[config.mk]
export PLATFORM = sky130hd
export DESIGN_NAME = svpwm_ref_sequencer
export DESIGN_NICKNAME = d
export VERILOG_FILES = /design/src/rtl/svpwm_ref_sequencer.sv
export SDC_FILE = /design/constraint.sdc
export NUM_CORES = 1
export LEC_CHECK = 0
export BUFFER_PORTS_ARGS = -buffer_cell sky130_fd_sc_hd__buf_2
export CAP_MARGIN = 10
export CORE_ASPECT_RATIO = 1.1
export CORE_UTILIZATION = 30
export DETAILED_ROUTE_END_ITERATION = 8
export GPL_TIMING_DRIVEN = 0
export PLACE_DENSITY_LB_ADDON = 0.1
export SYNTH_ARGS = -nofsm -noshare
export SYNTH_HDL_FRONTEND = slang
export SYNTH_SLANG_ARGS = --single-unit
[constraint.sdc]
create_clock -name CLK -period 9.43 [get_ports CLK]
set_clock_uncertainty 0.15 [all_clocks]
set_input_delay 1.4145 -clock CLK [delete_from_list [all_inputs] [get_ports CLK]]
set_output_delay 1.4145 -clock CLK [all_outputs]
set_load 0.1 [all_outputs]
[src/rtl/svpwm_ref_sequencer.sv]
// svpwm_ref_sequencer: voltage reference (mag, angle) -> sector + dwell times.
// Macro SVPWM_SEQ_SYNC_EN: defined = commit waits for period_start.
module svpwm_ref_sequencer #(
  parameter int unsigned TIMP  = 250,
  parameter int unsigned LUT_W = 8
) (
  input  logic        CLK,
  input  logic        RST_N,
  input  logic        enable,
  input  logic        ref_valid,
  output logic        ref_ready,
  input  logic [7:0]  ref_mag,
  input  logic [10:0] ref_angle,
  input  logic        period_start,
  output logic [3:0]  sektor,
  output logic [7:0]  time_vector1,
  output logic [7:0]  time_vector2,
  output logic        ovm,
  output logic        err_angle,
  output logic        upd_pending
);

  localparam logic [7:0] TIMP_W = 8'(TIMP);
  localparam longint SC   = longint'(1) << 28;
  localparam longint PI_Q = 64'sd843314857;

  // Taylor series for sin(x), x in Q28 radians, elaboration only.
  function automatic longint sin_q(input longint x);
    longint term;
    longint acc;
    term = x;
    acc  = x;
    for (int n = 1; n <= 7; n++) begin
      term = (term * x) / SC;
      term = (term * x) / SC;
      term = -term / longint'((2 * n) * (2 * n + 1));
      acc  = acc + term;
    end
    return acc;
  endfunction

  // round(255 * sin(i*60/256 deg) / sin(60 deg))
  function automatic logic [7:0] lut_val(input int i);
    longint s;
    longint s60;
    longint r;
    s   = sin_q(longint'(i) * PI_Q / 768);
    s60 = sin_q(longint'(256) * PI_Q / 768);
    r   = (510 * s + s60) / (2 * s60);
    return r[7:0];
  endfunction

`ifdef SVPWM_SEQ_SYNC_EN
  typedef enum logic [2:0] {
    S_IDLE, S_M1, S_T1, S_M2, S_T2, S_CLP, S_WAIT
  } state_e;
`else
  typedef enum logic [2:0] {
    S_IDLE, S_M1, S_T1, S_M2, S_T2, S_CLP
  } state_e;
`endif

  state_e      state_q;
  logic [2:0]  sec_q;
  logic [7:0]  k_q;
  logic [7:0]  mag_q;
  logic [15:0] p_q;
  logic [7:0]  t1_q;
  logic [7:0]  t2_q;
  logic [3:0]  sektor_q;
  logic [7:0]  tv1_q;
  logic [7:0]  tv2_q;
  logic        ovm_q;
  logic        err_q;
`ifdef SVPWM_SEQ_SYNC_EN
  logic        ovmn_q;
  logic        upd_q;
`endif

  logic [LUT_W-1:0] lut_tab [257];

  for (genvar g = 0; g < 257; g++) begin : g_lut
    localparam logic [7:0] V = lut_val(g);
    assign lut_tab[g] = V;
  end

  logic [8:0]  lut_idx;
  logic [7:0]  lut_out;
  logic [15:0] prod8;
  logic [23:0] prod16;
  logic [8:0]  sum;
  logic        over;
  logic [7:0]  t2_clp;

  // M1 reads the mirrored entry, M2 the direct one: one LUT port.
  assign lut_idx = (state_q == S_M1) ? (9'd256 - {1'b0, k_q})
                                     : {1'b0, k_q};
  assign lut_out = (lut_idx <= 9'd256) ? lut_tab[lut_idx] : '0;

  // Shared product paths: 8x8 in M1/M2, 16x8 in T1/T2.
  assign prod8  = {8'd0, mag_q} * {8'd0, lut_out};
  assign prod16 = {8'd0, p_q} * {16'd0, TIMP_W};

  assign sum    = {1'b0, t1_q} + {1'b0, t2_q};
  assign over   = sum > {1'b0, TIMP_W};
  assign t2_clp = over ? (TIMP_W - t1_q) : t2_q;

  logic unused_lo;
  assign unused_lo = ^prod16[15:0];

  // Sequencer FSM with registered outputs.
  always_ff @(posedge CLK or negedge RST_N) begin
    if (!RST_N) begin
      state_q  <= S_IDLE;
      sec_q    <= '0;
      k_q      <= '0;
      mag_q    <= '0;
      p_q      <= '0;
      t1_q     <= '0;
      t2_q     <= '0;
      sektor_q <= '0;
      tv1_q    <= '0;
      tv2_q    <= '0;
      ovm_q    <= 1'b0;
      err_q    <= 1'b0;
`ifdef SVPWM_SEQ_SYNC_EN
      ovmn_q   <= 1'b0;
      upd_q    <= 1'b0;
`endif
    end else if (!enable) begin
      state_q  <= S_IDLE;
      sektor_q <= '0;
      tv1_q    <= '0;
      tv2_q    <= '0;
      ovm_q    <= 1'b0;
      err_q    <= 1'b0;
`ifdef SVPWM_SEQ_SYNC_EN
      upd_q    <= 1'b0;
`endif
    end else begin
      err_q <= 1'b0;
      unique case (state_q)
        S_IDLE: begin
          if (ref_valid) begin
            if (ref_angle >= 11'd1536) begin
              err_q <= 1'b1;
            end else begin
              sec_q   <= ref_angle[10:8];
              k_q     <= ref_angle[7:0];
              mag_q   <= ref_mag;
              state_q <= S_M1;
            end
          end
        end
        S_M1: begin
          p_q     <= prod8;
          state_q <= S_T1;
        end
        S_T1: begin
          t1_q    <= prod16[23:16];
          state_q <= S_M2;
        end
        S_M2: begin
          p_q     <= prod8;
          state_q <= S_T2;
        end
        S_T2: begin
          t2_q    <= prod16[23:16];
          state_q <= S_CLP;
        end
`ifdef SVPWM_SEQ_SYNC_EN
        S_CLP: begin
          t2_q    <= t2_clp;
          ovmn_q  <= over;
          upd_q   <= 1'b1;
          state_q <= S_WAIT;
        end
        S_WAIT: begin
          if (period_start) begin
            sektor_q <= {1'b0, sec_q};
            tv1_q    <= t1_q;
            tv2_q    <= t2_q;
            ovm_q    <= ovmn_q;
            upd_q    <= 1'b0;
            state_q  <= S_IDLE;
          end
        end
`else
        S_CLP: begin
          sektor_q <= {1'b0, sec_q};
          tv1_q    <= t1_q;
          tv2_q    <= t2_clp;
          ovm_q    <= over;
          state_q  <= S_IDLE;
        end
`endif
        default: state_q <= S_IDLE;
      endcase
    end
  end

  assign ref_ready    = enable && (state_q == S_IDLE);
  assign sektor       = sektor_q;
  assign time_vector1 = tv1_q;
  assign time_vector2 = tv2_q;
  assign ovm          = ovm_q;
  assign err_angle    = err_q;

`ifdef SVPWM_SEQ_SYNC_EN
  assign upd_pending  = upd_q;
`else
  logic unused_ps;
  assign unused_ps    = period_start;
  assign upd_pending  = 1'b0;
`endif

endmodule

## Word level (Yosys, flattened, before mapping)

Memory sizes are Yosys's and may differ from the RTL's.
Index checks and enable logic that the tools add are counted.

| word-level totals | value |
|---|---|
| ROM bits | 4096 |
| output and inout port bits | 24 |
| memories kept | 1 |
| register bits | 76 |

Memories:

| name | words | bits a word | read ports | clocked after Yosys merged registers in | wr ports | line | RTL |
|---|---|---|---|---|---|---|---|
| (no name shown) | 512 | 8 | 1 | 0 | 0 | 98 | `assign lut_out = (lut_idx <= 9'd256) ? lut_tab[lut_idx] : '0;` |

| operators by class | value |
|---|---|
| $mul | 2 |
| order comparisons | 4 |
| reductions and logical operators | 8 |
| $add $sub $neg | 3 |
| equality and inequality tests | 8 |
| multiplexer cells | 21 |
| bitwise operators | 2 |

Operators with widths:

| cell | count |
|---|---|
| 8-bit 2-to-1 mux | 8 |
| 16-bit by 7-bit multiplier with 23-bit output, second input constant | 1 |
| 8-bit by 8-bit multiplier with 16-bit output | 1 |
| 3-bit case mux with 5 select lines | 1 |
| 11-bit >= comparator, second input constant | 1 |
| 10-bit >= comparator, second input constant | 1 |
| 9-bit NOT with 10-bit output | 1 |
| 8-bit by 8-bit adder with 9-bit output | 1 |
| 9-bit by 8-bit greater-than comparator with 1-bit output, second input constant | 1 |
| 9-bit less-or-equal comparator, second input constant | 1 |
| 3-bit 2-to-1 mux | 3 |
| 9-bit 2-to-1 mux | 1 |
| 9-bit by 8-bit subtractor with 9-bit output, first input constant | 1 |
| 4-bit 2-to-1 mux | 2 |
| 2-bit AND reduction | 4 |
| 8-bit subtractor, first input constant | 1 |
| 3-bit by 2-bit == test with 1-bit output, second input constant | 2 |
| 3-bit == test, second input constant | 2 |
| 1-bit 2-to-1 mux | 6 |
| 3-bit inequality test, second input constant | 2 |
| 4-bit AND reduction | 1 |
| 3-bit by 1-bit == test with 1-bit output, second input constant | 1 |
| 3-bit logical NOT | 1 |
| 2-bit by 1-bit inequality test with 1-bit output, second input constant | 1 |
| other kinds (3) | 3 |

## Longest topological paths before layout

Gate-level depths: netlist of the first run.

| depth | value |
|---|---|
| depth in word-level cells | 8 |
| mapped depth | 31 |
| depth with buffers taken out | 29 |

## Worst setup path before layout of the first run

Ideal clock, no wire load.

| timing path | value |
|---|---|
| path type | register to register |
| start point | register k_q[0] |
| end point | register p_q[15] |
| cell stages (with the launch flop) | 30 |
| required time | 9.193 ns |
| slack | 2.073 ns |
| arrival time | 7.120 ns |
| library setup time | 0.087 ns |
| cells stage by stage | dfrtp_1 -> clkbuf_1 -> inv_1 -> ha_1 -> nor4b_1 -> xnor2_1 -> inv_2 -> buf_2 -> buf_2 -> ha_1 -> clkbuf_1 -> o21ai_0 -> a21oi_1 -> a211oi_1 -> o211ai_1 -> a21oi_1 -> and2_1 -> fa_1 -> fa_1 -> fa_1 -> inv_1 -> fa_1 -> inv_1 -> ha_1 -> nand2_1 -> a21o_1 -> a21oi_1 -> nor4_1 -> or4_1 -> o211ai_1 |

| between the ends | value |
|---|---|
| longest elaborated chain between the ends | 8 |

Ends and longest elaborated chain:

| element | line | RTL |
|---|---|---|
| from (decl) | 65 | `logic [7:0] k_q;` |
| from (signal assigned) | 149 | `k_q <= ref_angle[7:0];` |
| 9-bit by 8-bit subtractor with 9-bit output | 96 | `assign lut_idx = (state_q == S_M1) ? (9'd256 - {1'b0, k_q})` |
| 9-bit 2-to-1 mux (*) | 96 |  |
| 9-bit NOT with 10-bit output (not written as such) | 98 |  |
| memory read 512 x 8 bit | - |  |
| 8-bit 2-to-1 mux (not written as such) (2 in series) | 98 |  |
| 8-bit 2-to-1 mux (*) | 98 |  |
| 8-bit by 8-bit multiplier with 16-bit output (*) | 101 | `assign prod8 = {8'd0, mag_q} * {8'd0, lut_out};` |
| to (signal assigned) | 156 | `p_q <= prod8;` |
| to (signal assigned) | 164 | `p_q <= prod8;` |
| to (decl) | 67 | `logic [15:0] p_q;` |

Mark *: on every way between the ends. The rest lies on a longest branch, timed or not. The select of a mux whose other input is x is not followed.
A chain may end at the register's enable or synchronous reset.

## Worst setup path in the final report of the first run

| timing path | value |
|---|---|
| start point | register k_q[1] |
| end point | register p_q[14] |

The elaborated chain is that of the path after synthesis.

==> metrics.yaml, run 1 <==
synthesis:
  syn_area_um2: 10500
  ys_seq_elements: 75
  yosysSeqAreaShare: 0.178
  avgSynthCellArea_um2: 9.02
  synthArstFlopShare: 1.00
  yosysUniqueCellTypes: 97
  synthMuxAreaShare: 0.0428
  synth-edff-count: 0
  synth-compound-area-share: 0.210
  synth_fa_ha_area_frac: 0.299
  synth-simple-area-share: 0.169
  synth_top_family_by_area: "adder cells"
  synthFlopType: "dfrtp_1"
  synthXorXnorAreaFrac: 0.0378
  yosysWarningCount: 0
  synth_cells: 1167
clocking:
  clock_sinks: 75
  clk_pin_slew_worst_paths_ps: 70
  cts_root_buf: "clkbuf_16"
  clk_path_buf_depth: 2
  htreeDepth: 3
  post-cts-setup-buffers: 0
  cts_tree: "done"
  numCtsBuffers: 9
  clk_latency_ps: 350
grt:
  grt_pass1_vias: 9374
  grt_overflow_total: 0
  grt_start_max_net_pins: 41
  antenna_found_initial: 0
  grt_pass1_wl_um: 54500
  track_usage: 0.195
detailed_routing:
  vias_per_cell: 5.50
  dr.pass1.iters: 5
  drt_iter0_drc: 642
  vias: 9159
  ant_nets: 0
  wl_um: 34100
  wl_per_cell_um: 20.5
  drc: 0
timing:
  worst_pin_slew_ps: 1330
  fin_hold_ws_ps: 322
  drv_slew: 0
  grt_setup_unrepaired: "false"
  finalSetupViolCount: 0
  period_needed_ps: 8770
  hold_viol_final: 0
  setup_tns_ps: 0
  timing.slew.headroom: 0.107
  max_freq_mhz: 114
  fin_crit_sh: 0.930
min_path:
  hold_class: "reg2reg"
critical_path:
  crit_start: "k_q[1]"
  r2r_cells: 28
  crit_end: "p_q[14]"
  r2r-start: "k_q[1]"
  arrival_ps: 8840
  path_class: "reg2reg"
  r2r-end: "p_q[14]"
  critical_path.max_fanout: 11
  ff2ff_setup_slack_ps: 660
  crit_top_cell: "fa_1"
  cp.required_ps: 9490
  critPathMaxStageDelay_ps: 640
  cp_slowest_cell: "nor4_4"
  critPathCaptureType: "flip-flop"
  worst_setup_path_start_kind: "flip-flop"
layout:
  fillers: 3661
  syn2layout_area_growth_pct: 10.6
  seqCellArea_um2: 1880
  diodes: 0
  fin_nets: 1445
  drive_above_1_share: 0.125
  final_util: 0.339
  most-common-layout-cells: "ha_1 (108), nand2_1 (98), fa_1 (90)"
  multi_input_area_um2: 8000
  final_common_cell: "ha_1"
placement:
  dpl.hpwl_um: 26400
  portBuffers: 44
  gp_congestion: 0.940
die:
  start_util: 0.306
  fp.dieW_um: 181
  die-area_um2: 35900
  rows: 71
  coreArea_um2: 34400
  dieHeight_um: 199
  io-pin-count: 48
run:
  drv_cap: 0
outcome:
  outcome: "complete, no violations"
-- area by class of cell --
type,instances,share of cell area
Buffer,68,0.0304
Inverter,80,0.0258
Sequential cell,75,0.161
Timing Repair Buffer,45,0.0215
Clock inverter,5,0.00730
Multi-Input combinational cell,944,0.687
Clock buffer,11,0.0200
Tap cell,438,0.0470
-- how the worst min path moves through the flow --
stage / startpoint / endpoint / cells after the start
after floorplan: sec_q[0] / sektor[0] / 1
after global placement: time_vector2[4] / time_vector2[4] / 2
after detailed placement: time_vector2[0] / time_vector2[0] / 2
after CTS: time_vector2[0] / time_vector2[0] / 2
after global routing: time_vector2[1] / time_vector2[1] / 1
final: time_vector2[0] / time_vector2[0] / 2
-- Yosys cell counts (21+ instances only) --
cell type / count / area [um2]
a21o_1: 21 / 158
a21oi_1: 60 / 300
and2_1: 21 / 131
buf_2: 22 / 110
clkbuf_1: 31 / 116
dfrtp_1: 75 / 1880
fa_1: 90 / 1800
ha_1: 108 / 1350
inv_1: 78 / 293
mux2_2: 22 / 248
nand2_1: 98 / 368
nand3_1: 29 / 145
nor2_1: 68 / 255
nor3_1: 35 / 175
o21ai_0: 76 / 380
xor2_1: 21 / 184
-- logic make-up after synthesis --
logic type / count (synthesis)
AOI/OAI and AO/OA: 318
xor gates and xnor gates: 43
adders and majority gates: 198
buffers and inverters: 149
DFF: 75
muxes: 41
other: 1
and+or+nand+nor: 342
-- state kept, by name, indices dropped and copies added (netlist names) --
name and count:
sektor 3, k_q 8, t1_q 8, ovm 1, time_vector2 8, sec_q 3, err_angle 1, time_vector1 8
state_q 3, p_q 16, mag_q 8, t2_q 8
-- through the flow --
step | std cells | area (um2) | worst slack, ps
3_5_place_dp | 1651 | 11300 | 187
2_1_floorplan | 1168 | 10500 | 2070
5_1_grt | 1666 | 11600 | 133
4_1_cts | 1667 | 11700 | 189
3_3_place_gp | 1650 | 11300 | 227
6_report | 1666 | 11600 | 656
-- routing by layer --
layer	track usage	part of all wire
met5	0	0
met4	0.0779	0.033
met3	0.0209	0.048
met2	0.334	0.47
met1	0.252	0.44
-- critical path: cells and delay by family, from the launching register on --
kind,cells,cell delay [ps]
adders and majority gates,7,2860
and+or+nand+nor,3,1160
AOI/OAI and AO/OA,8,1540
xor gates and xnor gates,2,500
DFF,1,500
buffers and inverters,8,1910
-- timing repair --
action | 4_1_cts | 5_1_grt
endpoints found under the setup margin | 0 | 4
gates resized for setup | 0 | 1
hold buffers | 0 | 0
Power of run 1 is not shown: default switching activity piles up to over one toggle a cycle in this logic, so the estimate is an artifact.
==> run 2: changes to the inputs <==
- CORE_UTILIZATION: 30 -> 45
- SKIP_LAST_GASP: unset -> 1
==> metrics.yaml, run 2 (synthesis results as in run 1) <==
outcome:
  outcome: "complete, no violations"
placement:
  post-place-cells: 1513  # -8.4%
  gp_congestion: 1.02  # +8.2%
  dpl_worst_slack_ps: 429  # +242 ps
  dpl.hpwl_um: 24400  # -7.5%
  portBuffers: 44  # unchanged
timing:
  drv_slew: 0  # unchanged
  timing.slew.headroom: 0.180  # +0.0737
  period_needed_ps: 8840  # +61.0 ps
  setup_tns_ps: 0  # unchanged
  hold_viol_final: 0  # unchanged
  fin_ws_ps: 595  # -61.0 ps
  max_freq_mhz: 113  # -0.69%
  finalSetupViolCount: 0  # unchanged
  fin_crit_sh: 0.937  # +0.00646
  grt_setup_unrepaired: "false"
  worst_pin_slew_ps: 1220  # -105 ps
critical_path:
  critical_path.max_fanout: 11  # unchanged
  path_class: "reg2reg"
  worst_setup_path_start_kind: "flip-flop"
  crit_top_cell: "fa_1"
  crit_family: "adder cells"
  r2r-end: "p_q[14]"
  critPathMaxStageDelay_ps: 560  # -80 ps
  cp_num_buf_inv: 8  # unchanged
  cp_slowest_cell: "dfrtp_2"
  critPathCaptureType: "flip-flop"
  cp.depth: 29  # +3.6%
  r2r-start: "k_q[0]"
  crit_start: "k_q[0]"
  cp.required_ps: 9490  # about the same
  crit_end: "p_q[14]"
  ff2ff_setup_slack_ps: 590  # -60 ps
  arrival_ps: 8900  # +60 ps
  r2r_cells: 29  # +3.6%
clocking:
  cts.repair.resized: 0  # unchanged
  clk_latency_ps: 350  # about the same
  post-cts-setup-buffers: 0  # unchanged
  cts_root_buf: "clkbuf_16"
  cts-hold-fix-buffers: 0  # unchanged
  clock_sinks: 75  # unchanged
  clk_path_buf_depth: 2  # unchanged
  clk_pin_slew_worst_paths_ps: 80  # about the same
  cts_tree: "done"
  htreeDepth: 3  # unchanged
  numCtsBuffers: 9  # unchanged
grt:
  antenna_found_initial: 0  # unchanged
  grt_start_max_net_pins: 60  # +46%
  track_usage: 0.270  # +0.0746
  grt_overflow_total: 0  # unchanged
  grt_pass1_wl_um: 50700  # -6.9%
  grt_pass1_vias: 9537  # +1.7%
detailed_routing:
  wl_per_cell_um: 20.7  # +0.99%
  drc: 0  # unchanged
  drt_iter0_drc: 803  # +25%
  dr.pass1.iters: 6  # +1
  vias: 9351  # +2.1%
  wl_um: 31600  # -7.3%
  ant_nets: 0  # unchanged
  highest_layer: "met4"
  vias_per_cell: 6.12  # +11%
  wl_met1_um: 12900  # -15%
  met2_length_um: 15400  # -4.6%
  wl_met3_um: 1850  # +12%
die:
  dieHeight_um: 162  # -18%
  coreArea_um2: 22900  # -33%
  die-area_um2: 24000  # -33%
  rows: 58  # -18%
  io-pin-count: 48  # unchanged
  start_util: 0.459  # +0.153
  fp.dieW_um: 148  # -18%
layout:
  syn2layout_area_growth_pct: 8.87
  multi_input_area_um2: 8000  # about the same
  seqCellArea_um2: 1880  # unchanged
  final_common_cell: "ha_1"
  diodes: 0  # unchanged
  drive_above_1_share: 0.127  # +0.00234
  fillers: 2292  # -37%
  largest_reg_flops: 16  # unchanged
  final-instance-count-excl-fill: 1529  # -8.2%
  most-common-layout-cells: "ha_1 (108), nand2_1 (98), fa_1 (90)"
  final_util: 0.500  # +0.161
  fin_nets: 1446  # +0.069%
  regMostFlops: "p_q"
min_path:
  hold_class: "reg2reg"
  min_from: "time_vector2[0]"
  hold_path_depth: 2  # unchanged
run:
  drv_cap: 0  # unchanged
## run 2: area by class of cell
cell class | instances | share of cell area
buffer | 69 | 0.0312
clock inverter | 7 | 0.00655
tap | 300 | 0.0327
inverter | 80 | 0.0262
sequential | 75 | 0.164
multi-input combinational | 944 | 0.698
timing repair buffer | 45 | 0.0218
clock buffer | 9 | 0.0196
## run 2: worst min path at each step
| stage | to | slack, ps |
|---|---|---|
| finish | time_vector2[0] | 320 |
| CTS | time_vector2[0] | 330 |
| floorplan | sektor[0] | 310 |
| global placement | time_vector2[2] | 310 |
| detailed placement | time_vector2[0] | 320 |
| global route | time_vector2[5] | 370 |
## run 2: worst register-to-register path: cells and delay by family, from the launching register on
family | cells | cell delay, ps
XOR/XNOR | 2 | 470
AO/OA/AOI/OAI | 8 | 1540
flip-flops | 1 | 560
adder cells (fa/ha/maj) | 7 | 3000
AND/OR/NAND/NOR | 4 | 1020
buffers and inverters | 8 | 1970
## run 2: per-layer routing
| metal | track usage | vias to the layer above |
|---|---|---|
| met2 | 0.462 | 383 |
| met4 | 0.140 | 0 |
| met1 | 0.332 | 4558 |
| met5 | 0 | - |
| li1 | - | 4313 |
| met3 | 0.0347 | 97 |
## run 2: stage by stage
stage                     hold slack (ps)  cell area, um2
after CTS                             334           11500
after floorplan                       311           10500
final                                 324           11500
after detailed placement              316           11200
after global routing                  366           11500
after global placement                311           11100
Power of run 2 is left out for the same reason.
